<file path="src/rtl/snk68_pkg.sv">
// Shared constants and types for the SNK68 68K bus glue.
// Holds the responder state encoding and the default wait-state figures.
package snk68_pkg;

   localparam int unsigned CNT_W        = 8;
   localparam int unsigned DEF_RAM_WAIT = 1;
   localparam int unsigned DEF_IO_WAIT  = 0;
   localparam int unsigned DEF_TIMEOUT  = 63;

   typedef enum logic [2:0] {
      IDLE     = 3'd0,
      ROM_WAIT = 3'd1,
      FIX_WAIT = 3'd2,
      TMO_WAIT = 3'd3,
      ACK      = 3'd4
   } bus_state_t;

endpackage

</file>
<file path="src/rtl/wait_counter.sv">
// Loadable down-counter with a zero flag, used for fixed wait states and
// the unmapped-access timeout. Saturates at zero.
module wait_counter
   import snk68_pkg::*;
(
   input  logic             clk,
   input  logic             reset_n,
   input  logic             load,
   input  logic [CNT_W-1:0] load_val,
   input  logic             dec,
   output logic [CNT_W-1:0] count,
   output logic             zero
);

   logic [CNT_W-1:0] cnt_q;

   always_ff @(posedge clk or negedge reset_n) begin
      if (!reset_n) begin
         cnt_q <= '0;
      end else if (load) begin
         cnt_q <= load_val;
      end else if (dec && (cnt_q != '0)) begin
         cnt_q <= cnt_q - CNT_W'(1);
      end
   end

   assign count = cnt_q;
   assign zero  = (cnt_q == '0);

endmodule

</file>
<file path="src/rtl/m68k_bus_responder.sv">
// 68K DTACK generator: ROM accesses handshake with SDRAM via a toggle pair,
// fixed regions use wait states, unmapped accesses time out and self-ack.
module m68k_bus_responder
   import snk68_pkg::*;
#(
   parameter int unsigned RAM_WAIT = DEF_RAM_WAIT,
   parameter int unsigned IO_WAIT  = DEF_IO_WAIT,
   parameter int unsigned TIMEOUT  = DEF_TIMEOUT
) (
   input  logic clk,
   input  logic reset_n,
   input  logic m68k_as_n,
   input  logic m68k_rw,
   input  logic rom_cs,
   input  logic mem_cs,
   input  logic io_cs,
   input  logic rom_ack,
   output logic rom_req,
   output logic m68k_dtack_n,
   output logic unmapped
);

   bus_state_t       state_q, state_d;
   logic             rom_req_q, rom_req_d;
   logic             pending_q, pending_d;
   logic             dtack_n_q;
   logic             unmapped_q, unmapped_d;
   logic             cnt_load, cnt_dec, cnt_zero;
   logic [CNT_W-1:0] cnt_load_val;
   logic [CNT_W-1:0] unused_cnt;
   logic             unused_rw;

   // Reads and writes share timing, so the direction line is not consulted.
   assign unused_rw = m68k_rw;

   wait_counter u_wait_counter (
      .clk      (clk),
      .reset_n  (reset_n),
      .load     (cnt_load),
      .load_val (cnt_load_val),
      .dec      (cnt_dec),
      .count    (unused_cnt),
      .zero     (cnt_zero)
   );

   always_comb begin
      state_d      = state_q;
      rom_req_d    = rom_req_q;
      pending_d    = pending_q;
      unmapped_d   = 1'b0;
      cnt_load     = 1'b0;
      cnt_load_val = '0;
      cnt_dec      = 1'b0;
      unique case (state_q)
         IDLE: begin
            if (!m68k_as_n) begin
               if (rom_cs) begin
                  // An abandoned fetch must complete before a new toggle is issued.
                  if (!pending_q || (rom_ack == rom_req_q)) begin
                     rom_req_d = ~rom_req_q;
                     pending_d = 1'b0;
                     state_d   = ROM_WAIT;
                  end
               end else if (mem_cs) begin
                  cnt_load     = 1'b1;
                  cnt_load_val = CNT_W'(RAM_WAIT);
                  state_d      = FIX_WAIT;
               end else if (io_cs) begin
                  cnt_load     = 1'b1;
                  cnt_load_val = CNT_W'(IO_WAIT);
                  state_d      = FIX_WAIT;
               end else begin
                  cnt_load     = 1'b1;
                  cnt_load_val = CNT_W'(TIMEOUT);
                  state_d      = TMO_WAIT;
               end
            end
         end
         ROM_WAIT: begin
            if (m68k_as_n) begin
               pending_d = 1'b1;
               state_d   = IDLE;
            end else if (rom_ack == rom_req_q) begin
               state_d = ACK;
            end
         end
         FIX_WAIT: begin
            if (m68k_as_n) begin
               state_d = IDLE;
            end else if (cnt_zero) begin
               state_d = ACK;
            end else begin
               cnt_dec = 1'b1;
            end
         end
         TMO_WAIT: begin
            if (m68k_as_n) begin
               state_d = IDLE;
            end else if (cnt_zero) begin
               unmapped_d = 1'b1;
               state_d    = ACK;
            end else begin
               cnt_dec = 1'b1;
            end
         end
         ACK: begin
            if (m68k_as_n) begin
               state_d = IDLE;
            end
         end
         default: state_d = IDLE;
      endcase
   end

   // DTACK is registered from the next state so it tracks ACK with no comb path.
   always_ff @(posedge clk or negedge reset_n) begin
      if (!reset_n) begin
         state_q    <= IDLE;
         rom_req_q  <= 1'b0;
         pending_q  <= 1'b0;
         dtack_n_q  <= 1'b1;
         unmapped_q <= 1'b0;
      end else begin
         state_q    <= state_d;
         rom_req_q  <= rom_req_d;
         pending_q  <= pending_d;
         dtack_n_q  <= (state_d != ACK);
         unmapped_q <= unmapped_d;
      end
   end

   assign rom_req      = rom_req_q;
   assign m68k_dtack_n = dtack_n_q;
   assign unmapped     = unmapped_q;

endmodule

</file>
<file path="config.mk">
export PLATFORM = sky130hd
export DESIGN_NAME = m68k_bus_responder
export DESIGN_NICKNAME = d
export VERILOG_FILES = /design/src/rtl/snk68_pkg.sv /design/src/rtl/wait_counter.sv /design/src/rtl/m68k_bus_responder.sv
export SDC_FILE = /design/constraint.sdc
export NUM_CORES = 1
export LEC_CHECK = 0
export CAP_MARGIN = 30
export CORE_UTILIZATION = 50
export CTS_BUF_LIST = sky130_fd_sc_hd__clkbuf_4 sky130_fd_sc_hd__clkbuf_8 sky130_fd_sc_hd__clkbuf_16
export CTS_CLUSTER_DIAMETER = 150
export DETAILED_ROUTE_END_ITERATION = 12
export GPL_TIMING_DRIVEN = 0
export PLACE_DENSITY = 0.73
export SYNTH_ARGS = -nofsm -noshare
export SYNTH_HDL_FRONTEND = slang
export SYNTH_HIERARCHICAL = 1
export SYNTH_SLANG_ARGS = --single-unit
</file>
<file path="constraint.sdc">
create_clock -name clk -period 3.4 [get_ports clk]
set_input_delay 1.02 -clock clk [delete_from_list [all_inputs] [get_ports clk]]
set_output_delay 1.02 -clock clk [all_outputs]
set_load 0.005 [all_outputs]
</file>
======== Word level (Yosys, flattened, before mapping) ========
Index checks and enable logic that the tools add are counted.
word-level totals
  memories kept ........................... 0
  register bits after elaboration ......... 15
  memory bits (read-only) ................. 0
  latch bits .............................. 0
  input port bits ......................... 8
  RAM bits ................................ 0
  output and inout port bits .............. 3
operators by class
  shift operators ......................... 0
  magnitude comparators ................... 0
  multiply operators ...................... 0
  muxes and demuxes ....................... 32
  reduce and logical (&&, ||, !) cells .... 11
  eq/ne operators ......................... 10
  divide/modulo/power cells ............... 0
  bitwise logic cells ..................... 2
  $add $sub $neg .......................... 1
operator list
  cell                 count
  $mux 6               5
  $mux 3               8
  $mux 8               2
  $mux 1               15
  $pmux 3 s4           1
  $logic_not 8->1      1
  $ne 2x2->1 const B   4
  $reduce_bool 8->1    1
  $sub 8x1->8 const B  1
  $eq 3x2->1 const B   2
  $reduce_and 5->1     1
  $reduce_and 4->1     1
  $reduce_bool 2->1    2
  $eq 3x1->1 const B   1
  $eq 3x3->1 const B   1
  $logic_not 3->1      1
  $ne 3x3->1 const B   1
  $not 1->1            2
  $pmux 1 s2           1
  $reduce_or 2->1      1
  $eq 1x1->1           1
  $logic_and 1x1->1    1
  $logic_not 1->1      1
  $logic_or 1x1->1     1

======== Depth between registers and ports, before layout ========
  depth after elaboration ................. 7
  mapped depth ............................ 8

======== By module ========
The synthesis kept the hierarchy.
by module, submodules not included
  module              cells each  area an instance (sq um)  times used  seq. area each (sq um)
  wait_counter        58          528.0                     1           200.2
  m68k_bus_responder  39          396.6                     1           176.4

======== Worst setup path before layout ========
Ideal clock, no wire load.
  path type ............................... input-to-reg
  from .................................... input m68k_as_n
  to ...................................... register u_wait_counter.cnt_q[7] (netlist: u_wait_counter/count[7])
  cell stages on the path ................. 4
  path slack .............................. 0.698 ns
  path buffers ............................ 0
  data required time ...................... 3.274 ns
  setup time .............................. 0.126 ns
  arrival time ............................ 2.576 ns
  cells stage by stage .................... nor4_1 -> or3b_1 -> o311a_1 -> a221o_1
on the way
  longest elaborated chain between the ends .. 4
ends and longest elaborated chain
  what                         line                      RTL
  start, declared              m68k_bus_responder.sv:12  input logic m68k_as_n,
  $mux 1                       m68k_bus_responder.sv:88  if (m68k_as_n) begin
  $mux 1                       n/a
  $logic_and 1x1->1            wait_counter.sv:22        end else if (dec && (cnt_q != '0)) begin
  $reduce_bool 2->1 (no line)  n/a
  end signal, assigned         wait_counter.sv:21        cnt_q <= load_val;
  end signal, assigned         wait_counter.sv:23        cnt_q <= cnt_q - CNT_W'(1);
  end, declared                wait_counter.sv:15        logic [CNT_W-1:0] cnt_q;
Parallel ways exist; a longest one is shown, timed or not.
A chain may end at the register's enable or synchronous reset.

======== Final worst setup path ========
  from .................................... input m68k_as_n
  to ...................................... register u_wait_counter.cnt_q[7] (netlist: u_wait_counter/count[7])
on the way
  longest elaborated chain between the ends .. 4
ends and longest elaborated chain
  what                         line                      RTL
  $mux 1                       m68k_bus_responder.sv:88
  $mux 1                       n/a
  net cnt_dec                  m68k_bus_responder.sv:28  logic cnt_load, cnt_dec, cnt_zero;
  $logic_and 1x1->1            wait_counter.sv:22
  $reduce_bool 2->1 (no line)  n/a
The timed path passes the listed nets, and every way through them passes these cells.

==> flow_metrics.py <==
metrics = {
    "status": {
        "status": "completed",
    },
    "clock_network": {
        "worst_setup_hold_path_clk_slew_ns": 0.10,
        "ctsHoldBuffers": 0,
        "clock_tree.buffer_depth": 2,
        "tritoncts": "yes",
        "tritoncts_num_sinks": 15,
        "worst_skew_pair.late_latency_ns": 0.28,
        "post_cts_setup_repair_bufs": 0,
        "ctsHtreeMaxLevel": 1,
        "cts_made_buffers": 3,
        "cts_root_buf": "clkbuf_4",
    },
    "synthesis": {
        "synth_enable_flop_cells": 0,
        "synth_area_um2": 925,
        "synthCells": 97,
        "synth_ff_type": "dfrtp_1",
        "netlist.top_cell.by_area": "dfrtp_1",
        "yosysWarningCount": 6,
        "postSynth.asyncResetShare_pct": 100,
        "netlist_top_cells_area": "dfrtp_1, nor3b_1, dfstp_2",
        "synth-seq-cells": 15,
        "netlist-cell-type-count": 46,
        "yosysTopAreaCellShare_pct": 37.9,
        "synth.yosys.seq_area_share_pct": 40.7,
        "syn-mean-instance-area_um2": 9.53,
    },
    "worst_setup_path": {
        "worst_ep_required_time_ns": 3.57,
        "worstPathArrival_ns": 3.27,
        "path_class": "in2reg",
        "cp-end-kind": "flip-flop",
        "path_cells": "clkdlybuf4s50_1, nor4_2, or3b_1, o311a_1, a221o_1",
        "critical_path.startpoint_type": "input pin",
        "cp_slowest_cell": "nor4_2",
        "critPathMaxStageDelay_ns": 0.58,
        "crit_path_max_fanout": 7,
    },
    "sta": {
        "slew_violations": 0,
        "holdWs_ns": 0.542,
        "report.final.setup_viol": 0,
        "max_clock_freq_mhz": 323,
        "timing_worst_slew_pin_value_ns": 0.712,
        "grt_setup_unrepaired": "no",
        "setup_tns_ns": 0,
        "layout_worst_path_cycle_share_pct": 91.1,
        "fin_crit_ns": 3.10,
        "slew-limit-headroom_pct": 52.1,
        "clock_skew_ns": 0.00102,
        "hold_violations": 0,
    },
    "floorplanning": {
        "io_pins": 11,
        "die_area_mm2": 0.00203,
        "floorplan.die.height_um": 45.0,
        "floorplan.initialDensity_pct": 53.6,
        "die_width_um": 45.0,
        "coreArea_mm2": 0.00173,
        "floorplan.rows": 15,
    },
    "finish": {
        "final_common_cell": "dfrtp_1",
        "layout.core_utilization_pct": 62.9,
        "finish.net_count": 122,
        "fraction_of_final_layout_cells_sized_beyond_drive_strength_1_pct": 11.7,
        "insertedDiodeCount": 0,
        "flow.area_growth_from_synthesis_pct": 17.5,
        "post_layout_nonfiller_instances": 136,
        "mostFrequentLayoutCells": "dfrtp_1, clkdlybuf4s50_1, inv_1, nor2_1, nor3_1",
    },
    "routing": {
        "detail_route.drc_violations": 0,
        "routed-via-count": 789,
        "wl_per_cell_um": 13.9,
        "ant_nets": 0,
        "detailedRoute.firstPassIterationCount": 4,
        "drt_first_iter_violations": 16,
        "wl_um": 1900,
        "viasPerCell": 5.80,
    },
    "power": {
        "intPower_w": 0.000486,
        "sequentialPowerShare_pct": 39.9,
        "design_power_total_w": 0.000837,
        "share_comb_of_total_power_pct": 46.4,
        "cellLeakagePower_nw": 0.450,
        "power.ir.vdd_worst_uv": 384,
        "power.switching_fraction_pct": 42.0,
        "cellPowerDensity_mw_per_mm2": 771,
        "net-switching-power_w": 0.000351,
        "clockPowerShare_pct": 13.7,
    },
    "global_routing": {
        "antenna_found_initial": 0,
        "grt_max_degree": 16,
        "vias_in_the_first_global_route": 722,
        "globalRoute.totalOverflow": 0,
        "grt_util_all_layers_pct": 21.5,
        "grt_pass1_wl_um": 3190,
    },
    "run": {
        "maxCapViolCount": 0,
    },
    "placement": {
        "placement.io_buffers": 9,
        "place.gp.congestion": 0.834,
        "dp_cells": 132,
        "hpwlAfterDp_um": 1360,
    },
    "worst_hold_path": {
        "hold_class": "reg2reg",
    },
}
==> flip-flops by register name (all words and copies together) (netlist names) <==
name	cells
m68k_dtack_n	1
state_q	3
pending_q	1
u_wait_counter/count	8
rom_req	1
unmapped	1
==> logic make-up after synthesis <==
group	share of synthesized area, %
AO/OA/AOI/OAI	21.5
XOR/XNOR	2.71
AND/OR/NAND/NOR	26.5
flip-flops	40.7
other	0.406
buffers and inverters	5.41
adder cells (fa/ha/maj)	2.71
==> cells in the mapped netlist, drive strengths merged, types with 2 or more instances <==
cell type  number
nand3           2
nor3            5
nor3b           4
a21oi           4
a31oi           2
o211ai          2
a221o           2
nor2            7
or4             3
a211o           2
o21ai           4
or3             2
inv             7
nand2           4
buf             2
xnor2           2
or3b            2
nand4           2
and2            2
dfrtp          14
nor4            3
ha              2
==> routing by layer <==
layer	track usage (%)	wire length (um)	vias up
met4	7.88	12	0
li1	-	-	394
met5	0	0	-
met3	3.60	54	2
met2	31.0	856	12
met1	32.1	973	381
==> cell type report <==
cell class	instances	area [um^2]
multi-input combinational	72	508
timing repair buffer	9	90.1
clock buffer	4	30.0
tap	25	31.3
sequential	15	377
buffer	3	20.0
inverter	8	30.0
fill	156	641
==> critical path, delay by kind of cell <==
kind                   cells  cell delay (ns)
AOI/OAI and AO/OA          2             0.59
buffers and inverters      1             0.56
and+or+nand+nor            2             1.10
==> power by group through the flow <==
stage | registers [W] | logic [W] | clock network [W]
6_report | 0.000334 | 0.000388 | 0.000114
5_1_grt | 0.000345 | 0.000435 | 0.000120
4_1_cts | 0.000332 | 0.000383 | 0.000117
3_5_place_dp | 0.000335 | 0.000381 | 0
3_3_place_gp | 0.000332 | 0.000374 | 0
2_1_floorplan | 0.000318 | 0.000291 | 0
==> path summary, 6_finish.rpt <==
kind,start,cells after the start,endpoint,slack (ns)
hold / removal,pending_q,2,pending_q,0.54
hold reg to reg,pending_q,2,pending_q,0.54
max in group asynchronous,reset_n,1,rom_req,1.83
setup / recovery,m68k_as_n,5,u_wait_counter/count[7],0.30
min in group asynchronous,reset_n,1,pending_q,1.15
setup reg to reg,u_wait_counter/count[0],8,u_wait_counter/count[7],0.78
==> timing repair <==
action,in CTS,in global routing
gates resized for setup,0,1
endpoints found under the setup margin,0,1
endpoints found under the hold margin,0,0
==> per-stage QoR <==
stage          worst slack (ns)  area, um^2
2_1_floorplan             0.698         928
3_3_place_gp             -0.149        1050
3_5_place_dp             -0.167        1050
4_1_cts                   0.135        1080
5_1_grt                   0.167        1090
6_report                  0.304        1090
(Power assumes the default switching activity.)
